$ cat src/rtl/alu_cmd_seq.sv
// Request/response sequencer that drives a 4-bit combinational ALU for one or two
// cycles per op and returns an 8-bit {hi, lo} result. Optional macro: DIV0_CHECK_EN.
module alu_cmd_seq #(
  parameter logic [4:0] IDLE_F = 5'b11111
) (
  input  logic       clk_i,
  input  logic       rst_i,
  input  logic       req_valid_i,
  output logic       req_ready_o,
  input  logic [3:0] req_a_i,
  input  logic [3:0] req_b_i,
  input  logic [4:0] req_f_i,
  output logic [3:0] alu_a_o,
  output logic [3:0] alu_b_o,
  output logic [4:0] alu_f_o,
  output logic       alu_v_o,
  input  logic [3:0] alu_y_i,
  output logic       rsp_valid_o,
  input  logic       rsp_ready_i,
  output logic [7:0] rsp_data_o,
  output logic       rsp_err_o
);

  localparam logic [4:0] F_SHL = 5'b00000;
  localparam logic [4:0] F_ADD = 5'b00010;
  localparam logic [4:0] F_SUB = 5'b00011;
  localparam logic [4:0] F_MUL = 5'b00100;
  localparam logic [4:0] F_DIV = 5'b00110;
  localparam logic [4:0] F_AND = 5'b01000;
  localparam logic [4:0] F_OR  = 5'b01100;
  localparam logic [4:0] F_SHR = 5'b10000;

  typedef enum logic [1:0] {S_IDLE, S_LO, S_HI, S_RESP} state_t;

  state_t     state_q, state_d;
  logic [3:0] alu_a_q, alu_a_d;
  logic [3:0] alu_b_q, alu_b_d;
  logic [4:0] alu_f_q, alu_f_d;
  logic       alu_v_q, alu_v_d;
  logic [7:0] data_q, data_d;
  logic       err_q, err_d;
  logic       two_word, one_word, bad_op;

  function automatic logic is_two_word(input logic [4:0] f);
    return (f == F_ADD) || (f == F_SUB) || (f == F_MUL) || (f == F_DIV);
  endfunction

  assign two_word = is_two_word(req_f_i);
  assign one_word = (req_f_i == F_AND) || (req_f_i == F_OR) ||
                    (req_f_i == F_SHL) || (req_f_i == F_SHR);

  // Rejected ops never reach the ALU; they go straight to the response.
`ifdef DIV0_CHECK_EN
  assign bad_op = !(two_word || one_word) || ((req_f_i == F_DIV) && (req_b_i == 4'd0));
`else
  assign bad_op = !(two_word || one_word);
`endif

  always_comb begin
    state_d = state_q;
    alu_a_d = alu_a_q;
    alu_b_d = alu_b_q;
    alu_f_d = alu_f_q;
    alu_v_d = alu_v_q;
    data_d  = data_q;
    err_d   = err_q;
    case (state_q)
      S_IDLE: begin
        if (req_valid_i) begin
          data_d = 8'h00;
          if (bad_op) begin
            err_d   = 1'b1;
            state_d = S_RESP;
          end else begin
            err_d   = 1'b0;
            alu_a_d = req_a_i;
            alu_b_d = req_b_i;
            alu_f_d = req_f_i;
            alu_v_d = 1'b0;
            state_d = S_LO;
          end
        end
      end
      S_LO: begin
        data_d[3:0] = alu_y_i;
        if (is_two_word(alu_f_q)) begin
          alu_v_d = 1'b1;
          state_d = S_HI;
        end else begin
          state_d = S_RESP;
        end
      end
      S_HI: begin
        data_d[7:4] = alu_y_i;
        state_d     = S_RESP;
      end
      S_RESP: begin
        // ALU ports hold the last op until the result is taken.
        if (rsp_ready_i) begin
          alu_f_d = IDLE_F;
          alu_v_d = 1'b0;
          state_d = S_IDLE;
        end
      end
      default: state_d = S_IDLE;
    endcase
  end

  always_ff @(posedge clk_i) begin
    if (rst_i) begin
      state_q <= S_IDLE;
      alu_a_q <= 4'd0;
      alu_b_q <= 4'd0;
      alu_f_q <= IDLE_F;
      alu_v_q <= 1'b0;
      data_q  <= 8'h00;
      err_q   <= 1'b0;
    end else begin
      state_q <= state_d;
      alu_a_q <= alu_a_d;
      alu_b_q <= alu_b_d;
      alu_f_q <= alu_f_d;
      alu_v_q <= alu_v_d;
      data_q  <= data_d;
      err_q   <= err_d;
    end
  end

  assign req_ready_o = (state_q == S_IDLE);
  assign rsp_valid_o = (state_q == S_RESP);
  assign rsp_data_o  = data_q;
  assign rsp_err_o   = err_q;
  assign alu_a_o     = alu_a_q;
  assign alu_b_o     = alu_b_q;
  assign alu_f_o     = alu_f_q;
  assign alu_v_o     = alu_v_q;

endmodule

$ cat config.mk
export PLATFORM = sky130hd
export DESIGN_NAME = alu_cmd_seq
export DESIGN_NICKNAME = d
export VERILOG_FILES = /design/src/rtl/alu_cmd_seq.sv
export SDC_FILE = /design/constraint.sdc
export NUM_CORES = 1
export LEC_CHECK = 0
export ABC_AREA = 1
export CAP_MARGIN = 20
export CORE_MARGIN = 5
export CORE_UTILIZATION = 46
export DETAILED_ROUTE_END_ITERATION = 10
export GPL_TIMING_DRIVEN = 0
export HOLD_SLACK_MARGIN = 0.12
export PLACE_DENSITY = 0.92
export SLEW_MARGIN = 20
export SYNTH_ARGS = -nofsm -noshare
export SYNTH_HDL_FRONTEND = slang
export SYNTH_SLANG_ARGS = --single-unit
$ cat constraint.sdc
create_clock -name clk_i -period 3.7 [get_ports clk_i]
set_input_delay 0.74 -clock clk_i [delete_from_list [all_inputs] [get_ports clk_i]]
set_output_delay 0.74 -clock clk_i [all_outputs]
set_load 0.03 [all_outputs]
==> results by group, run 1 <==
Floorplanning
  – Row count: 18
  – Die area: 3620 µm²
  – Die Span Y: 60.2 µm
  – Core Region: 2430 µm²
  – Io pins: 46
  – Initial Utilization: 47.6%
  – Die width: 60.2 µm

Routing
  – Pre-Repair DR Iteration Count: 4
  – Via count: 1139
  – DRC violations left: 0
  – 1st-iter DRT viols: 30
  – Drt total wl: 2720 µm
  – Post-DR wirelength/cell: 11.7 µm
  – Routed Antenna Nets: 0
  – Via density: 4.89

CTS
  – Post-CTS sizing: 0
  – Post-CTS Setup Inserts: 0
  – CTS Buf Count: 3
  – Clock Latency Late Sink: 0.33 ns
  – CTS tree: done
  – H-tree Lvls: 1
  – Clock sinks: 25
  – Worst-path clk slew: 0.14 ns
  – Root Driver: clkbuf_4
  – Clock buffer depth: 2
  – # hold bufs at CTS: 0

Worst setup path
  – CP max FO: 7
  – Reg2reg setup slack: 2.04 ns
  – Worst EP required: 2.96 ns
  – CP startpoint: state_q[0]
  – Critical path class: reg -> out
  – CP arrival: 1.93 ns
  – R2r worst-path depth: 8
  – Crit start category: register
  – RR Startpoint: state_q[0]
  – Critical Path End Type: output pin
  – Crit path to: req_ready_o
  – R2R Path End: alu_f_o[2]

Layout
  – Utilization after layout: 68.5%
  – Share of layout cells above drive strength 1: 10.3%
  – ANT cells: 0
  – # nets final: 229
  – Synthesis-to-finish area growth: 43.9%

STA
  – Setup TNS: 0 ns
  – Final Hold Fails: 0
  – Pins Over Slew Limit: 0
  – Final setup fails: 0
  – RSZ-0062 raised after global routing: no
  – Fmax: 375 MHz
  – Final Skew: 0.00558 ns
  – Crit share post-route: 72.1%
  – Tmin final: 2.67 ns
  – WHS: 0.470 ns
  – Worst-Margin Slew: 0.418 ns
  – Max-slew headroom: 72.1%

Place
  – Gpl congestion: 0.766
  – Post-DP HPWL: 2230 µm
  – IO buf count: 44

Power and ir drop
  – Max VDD drop: 0.444 mV
  – Pwr dens: 728 nW/µm²
  – Total Power: 1.21 mW
  – Leakage: 0.689 nW

Synth
  – Synth Cell Area: 1160 µm²
  – Seq/Total Area, Yosys: 43.2%
  – Mean Syn Cell Area: 7.47 µm²
  – Post-synth top cells: nand2_1 (45), dfxtp_1 (25), a21oi_1 (21)
  – EDFF count, synth: 0
  – Synthesis-stage register bit count: 25
  – Ys Warns: 0
  – Synth top area cells: dfxtp_1 (43%), nand2_1 (15%), a21oi_1 (9.1%), nand3_1 (8.6%), ha_1 (4.3%)
  – Top cell type's share of synthesized area: 43.2%
  – Top-count cell post-synth: nand2_1
  – Syn Inst Count: 155
  – Top FF cell, synth: dfxtp_1
  – Asr flop ratio synth: 0%
  – Yosys top cell by area: dfxtp_1
  – Syn nets: 180
  – Post-synth cell types: 21

GRT
  – Vias in the first global route: 1114
  – Largest net degree at the start of global routing: 16
  – Initial antenna violation count: 0
  – First-pass GRT wire length: 4660 µm
  – Remaining global-route overflow: 0
  – GR Util All Layers: 16.9%

Status
  – Status: complete, no violations

Min path
  – Hold Path Class: reg -> reg

Run
  – Max-cap violations: 0
## metal layers
layer / vias to the layer above / global-route usage (%) / wire [µm]
li1: 596 / - / -
met1: 505 / 19.8 / 1090
met2: 32 / 28.9 / 1450
met3: 6 / 3.67 / 122
met4: 0 / 7.91 / 60
met5: - / 0 / 0
## layout by cell type, fill, tap and decap left out
master	instances
a21oi_1	21
clkbuf_4	3
inv_2	2
nand2_2	5
a21oi_4	1
nand3_4	1
buf_6	1
clkinvlp_4	1
nand3b_1	1
o21ai_0	2
clkinv_4	1
o21ai_2	3
buf_1	2
clkbuf_1	1
inv_1	13
o211ai_1	1
nor2_1	3
clkinv_2	1
dfxtp_1	25
nand2_1	45
nand3_1	20
ha_1	4
clkdlybuf4s50_1	44
or2_2	2
## area by class of cell
type                            instances  area, µm²
Fill cell                             203        767
Clock buffer                            3       22.5
Tap cell                               30       37.5
Timing Repair Buffer                   44        440
Sequential cell                        25        500
Clock inverter                          1       7.51
Multi-Input combinational cell        109        564
Buffer                                  4       22.5
Inverter                               17       70.1
## through the flow
step | std cells | instance area (µm²) | worst slack, ns
final | 233 | 1670 | 1.03
after global routing | 233 | 1670 | 0.957
after CTS | 233 | 1670 | 1.02
after detailed placement | 229 | 1640 | 1.40
after global placement | 229 | 1640 | 1.43
after floorplan | 155 | 1160 | 2.06
## sequential cells by signal (all words and copies together), names as in the netlist
register,flops
alu_a_o,4
alu_f_o,5
rsp_err_o,1
alu_v_o,1
rsp_data_o,8
alu_b_o,4
state_q,2
## critical path, cell delays in order, from the launching register on
cell	delay, ns
dfxtp_1	0.38
inv_1	0.09
ha_1	0.38
clkdlybuf4s50_1	0.75
## how the worst min path moves through the flow
stage / from / to / slack (ns) / cells after the start
3_5_place_dp: rsp_data_o[0] / rsp_data_o[0] / 0.45 / 2
6_report: rsp_data_o[0] / rsp_data_o[0] / 0.47 / 2
3_3_place_gp: rsp_data_o[1] / rsp_data_o[1] / 0.45 / 2
5_1_grt: rsp_data_o[3] / rsp_data_o[3] / 0.49 / 2
4_1_cts: rsp_data_o[0] / rsp_data_o[0] / 0.47 / 2
2_1_floorplan: state_q[0] / state_q[0] / 0.48 / 2
## power by group
part           internal (mW)  switching, mW  leakage (nW)
sequential             0.336         0.0478         0.204
clock                 0.0414         0.0876        0.0139
combinational          0.273          0.426         0.470
## logic make-up (layout without fill, tap and decap cells)
group	Yosys count	count (layout)	share of synthesized area [%]
AND/OR/NAND/NOR	77	77	30.2
buffers and inverters	21	69	8.00
flip-flops	25	25	43.2
adder cells (fa/ha/maj)	4	4	4.32
AO/OA/AOI/OAI	28	28	14.3
(Power assumes the default switching activity.)
==> inputs of run 2 (changes only) <==
CORE_UTILIZATION = 42   (was 46)
PLACE_DENSITY = 0.86   (was 0.92)
clock period = 2.5 ns   (was 3.7 ns; I/O delays follow)
==> results by group, run 2 (synthesized netlist as in run 1, its figures left out) <==
Layout
  – Non-Filler Instances: 234
  – Commonest non-fill, non-tap cell in the layout: nand2_1
  – Max reg flops: 8
  – ANT cells: 0
  – Synthesis-to-finish area growth: 44.2%
  – Most frequent cells in the layout: nand2_1 (45), clkdlybuf4s50_1 (43), dfxtp_1 (25)
  – # nets final: 229
  – Share of layout cells above drive strength 1: 10.3%

Power and ir drop
  – Logic pwr share: 57.6%
  – Psw: 0.802 mW
  – Max VDD drop: 0.581 mV
  – Pwr dens: 1060 nW/µm²
  – Sequential Power Share: 32.2%
  – Cell-internal power: 0.959 mW
  – Switching Fraction: 45.5%
  – Clock power frac: 10.3%
  – Total Power: 1.76 mW
  – Leakage: 0.697 nW

Place
  – Placed Cells: 230
  – IO buf count: 44
  – Gpl congestion: 0.786
  – Post-DP HPWL: 1990 µm

CTS
  – Root Driver: clkbuf_4
  – Clock buffer depth: 2
  – Worst-path clk slew: 0.14 ns
  – CTS Buf Count: 3
  – H-tree Lvls: 1
  – Clock Latency Late Sink: 0.32 ns
  – Clock sinks: 25
  – # hold bufs at CTS: 0
  – CTS tree: done

Floorplanning
  – Io pins: 46
  – Die width: 62.5 µm
  – Die area: 3910 µm²
  – Initial Utilization: 43.1%
  – Die Span Y: 62.5 µm
  – Row count: 19
  – Core Region: 2690 µm²

STA
  – WHS: 0.469 ns
  – Final Hold Fails: 0
  – Final setup fails: 0
  – Tmin final: 2.19 ns
  – Worst-Margin Slew: 0.418 ns
  – Max-slew headroom: 72.1%
  – Pins Over Slew Limit: 0
  – Crit share post-route: 87.7%
  – RSZ-0062 raised after global routing: no
  – Setup TNS: 0 ns
  – Fmax: 456 MHz
  – Final Skew: 0.00540 ns

Status
  – Status: complete, no violations

Worst setup path
  – Worst EP required: 2.00 ns
  – CP arrival: 1.69 ns
  – Critical Path End Type: output pin
  – CP max FO: 5
  – Critical path class: reg -> out
  – Crit start category: register

Routing
  – DRC violations left: 0
  – Routed Antenna Nets: 0
  – Via count: 1088
  – 1st-iter DRT viols: 29
  – Pre-Repair DR Iteration Count: 4
  – Via density: 4.65
  – Drt total wl: 2450 µm
  – Post-DR wirelength/cell: 10.5 µm

GRT
  – Largest net degree at the start of global routing: 16
  – GR Util All Layers: 12.6%
  – Vias in the first global route: 1005
  – Remaining global-route overflow: 0
  – First-pass GRT wire length: 4160 µm
  – Initial antenna violation count: 0

Run
  – Max-cap violations: 0

Min path
  – Hold Path Class: reg -> reg
run 2: cell types whose count changed in the layout (fill, tap and decap cells not counted), sizes merged:
cell / delta
dlymetal6s2s: +1
clkdlybuf4s50: -1
run 2: per-stage QoR:
step	setup slack, ns	area, µm²	utilization [%]
after global routing	0.231	1670	62.1
after global placement	0.464	1640	60.9
after detailed placement	0.436	1640	60.9
after CTS	0.0536	1670	62.0
after floorplan	0.893	1160	-
final	0.307	1670	62.1
run 2: final cells by class:
class	count	area [µm²]
plain buffers	4	22.5
clock buffers	3	22.5
clock inverters	1	7.51
fillers	236	1020
inverters	17	70.1
multi-input cells	109	564
flip-flops and latches	25	500
well taps	31	38.8
repair buffers	44	443
run 2: power groups by stage:
stage	Combinational [mW]	Clock [mW]	Sequential (mW)
after detailed placement	1.02	0	0.576
final	1.01	0.181	0.567
after floorplan	0.557	0	0.727
after global placement	1.01	0	0.573
after CTS	1.02	0.190	0.567
after global routing	1.10	0.204	0.581
run 2: worst paths after layout:
path	slack [ns]	start	end	depth (start not counted)
max reg2reg	0.85	state_q[0]	alu_f_o[3]	8
max	0.31	state_q[0]	rsp_valid_o	2
min reg2reg	0.47	rsp_data_o[3]	rsp_data_o[3]	2
min	0.47	rsp_data_o[3]	rsp_data_o[3]	2
run 2: per-layer routing:
layer / vias up / global-route usage, % / part of all wire (%)
met1: 466 / 14.4 / 42
met2: 24 / 21.9 / 51
met4: 0 / 5.57 / 1.4
li1: 596 / - / -
met5: - / 0 / 0
met3: 2 / 2.88 / 6.1
run 2: critical path, cell delays in order (launching register included):
cell and delay [ns]:
dfxtp_1 0.42, ha_1 0.26, clkdlybuf4s50_1 0.70
run 2: repair_timing:
item | 4_1_cts | 5_1_grt
setup endpoints to repair | 0 | 1
buffers inserted | 0 | 0
resized for setup | 0 | 1
==> inputs of run 3 (changes only) <==
CELL_PAD_IN_SITES_DETAIL_PLACEMENT = 1   (was default)
CELL_PAD_IN_SITES_GLOBAL_PLACEMENT = 1   (was default)
CORE_UTILIZATION = 29   (was 42)
PLACE_DENSITY = 0.85   (was 0.86)
==> results by group, run 3 (synthesized netlist as in run 1, its figures left out) <==
STA
  – Fmax: 420 MHz
  – Final Hold Fails: 0
  – WHS: 0.464 ns
  – Final Skew: 0.00804 ns
  – Crit share post-route: 95.1%
  – Setup TNS: 0 ns
  – Pins Over Slew Limit: 0
  – Tmin final: 2.38 ns
  – Final setup fails: 0
  – Max-slew headroom: 68.8%
  – Worst-Margin Slew: 0.468 ns
  – RSZ-0062 raised after global routing: no

Layout
  – Max reg flops: 8
  – Share of layout cells above drive strength 1: 10.3%
  – ANT cells: 0
  – Commonest non-fill, non-tap cell in the layout: nand2_1
  – # nets final: 229
  – Synthesis-to-finish area growth: 47.7%
  – # fillers: 500
  – Most frequent cells in the layout: nand2_1 (45), clkdlybuf4s50_1 (44), dfxtp_1 (25)

Worst setup path
  – CP peak stage delay: 0.76 ns
  – Critical path class: reg -> out
  – Crit-path cells: inv_1 -> ha_1 -> clkdlybuf4s50_1
  – Worst EP required: 2.00 ns
  – Crit start category: register
  – Critical Path End Type: output pin
  – CP arrival: 1.88 ns
  – Crit-path slowest cell: clkdlybuf4s50_1
  – CP max FO: 7

Floorplanning
  – Initial Utilization: 29.4%
  – Io pins: 46
  – Die width: 73.2 µm
  – Die Span Y: 73.2 µm
  – Core Region: 3940 µm²
  – Row count: 23
  – Die area: 5350 µm²

Routing
  – Drt total wl: 3090 µm
  – Post-DR wirelength/cell: 12.2 µm
  – Via count: 1137
  – Routed Antenna Nets: 0
  – Via density: 4.49
  – 1st-iter DRT viols: 47
  – DRC violations left: 0
  – Pre-Repair DR Iteration Count: 2

CTS
  – Clock sinks: 25
  – Clock Latency Late Sink: 0.27 ns
  – # hold bufs at CTS: 0
  – Post-CTS Setup Inserts: 0
  – Post-CTS sizing: 0
  – Clock buffer depth: 2
  – CTS Buf Count: 3
  – CTS tree: done
  – Root Driver: clkbuf_8
  – Worst-path clk slew: 0.09 ns
  – H-tree Lvls: 1

GRT
  – Vias in the first global route: 1156
  – GR Util All Layers: 12.1%
  – Largest net degree at the start of global routing: 16
  – Met3 usage: 3.44%
  – Initial antenna violation count: 0
  – GRT Max-Usage Layer: met2
  – Remaining global-route overflow: 0
  – GRT met2 Usage: 21.4%
  – First-pass GRT wire length: 5150 µm
  – GR Layer Usage met1: 14.2%

Place
  – Gpl congestion: 0.709
  – Post-DP HPWL: 2500 µm
  – IO buf count: 44

Power and ir drop
  – Pwr dens: 1090 nW/µm²
  – Leakage: 0.697 nW
  – Max VDD drop: 0.405 mV

Status
  – Status: complete, no violations

Min path
  – Hold Path Class: reg -> reg

Run
  – Max-cap violations: 0
## run 3: changes by cell type in the layout (fill, tap and decap cells not counted), sizes merged
cell	change
clkdlybuf4s50	+1
dlymetal6s2s	-1
## run 3: final timing paths
path	startpoint	end	slack, ns	cells after the start
worst max-delay path	state_q[0]	req_ready_o	0.12	3
worst min-delay path	rsp_data_o[0]	rsp_data_o[0]	0.46	2
worst max register to register	state_q[0]	alu_f_o[4]	0.83	8
worst min register to register	rsp_data_o[0]	rsp_data_o[0]	0.46	2
## run 3: cell type report
type	instances	area [µm²]	share of cell area, %
Inverter	17	70.1	4.10
Buffer	4	22.5	1.32
Clock buffer	3	41.3	2.42
Clock inverter	1	7.51	0.439
Timing Repair Buffer	44	440	25.8
Tap cell	50	62.6	3.66
Sequential cell	25	500	29.3
Multi-Input combinational cell	109	564	33.0
## run 3: power breakdown
group	internal (mW)	total [mW]	leakage, nW	switching [mW]
sequential	0.498	0.571	0.204	0.0728
clock	0.113	0.246	0.0217	0.133
combinational	0.404	1.04	0.470	0.639
total	1.01	1.86	0.697	0.844
## run 3: worst max-delay path, delay by kind of cell, from the launching register on
family	cells	cell delay, ns
buf+inv	2	0.85
flops	1	0.37
fa+ha+maj	1	0.39
## run 3: per-stage QoR
stage | std cells | area [µm²] | setup WS [ns] | utilization, % | power [mW]
floorplan | 155 | 1160 | 0.893 | - | 1.28
detailed placement | 249 | 1660 | 0.417 | 42.1 | 1.63
CTS | 253 | 1710 | 0.106 | 43.4 | 1.89
finish | 253 | 1710 | 0.121 | 43.4 | 1.86
global placement | 249 | 1660 | 0.450 | 42.1 | 1.60
global route | 253 | 1710 | 0.00933 | 43.4 | 2.00
## run 3: layer usage
metal / part of all wire (%) / up-vias
met3: 6.6 / 4
met2: 49 / 25
met1: 44 / 513
met5: 0 / -
li1: - / 595
met4: 0.81 / 0
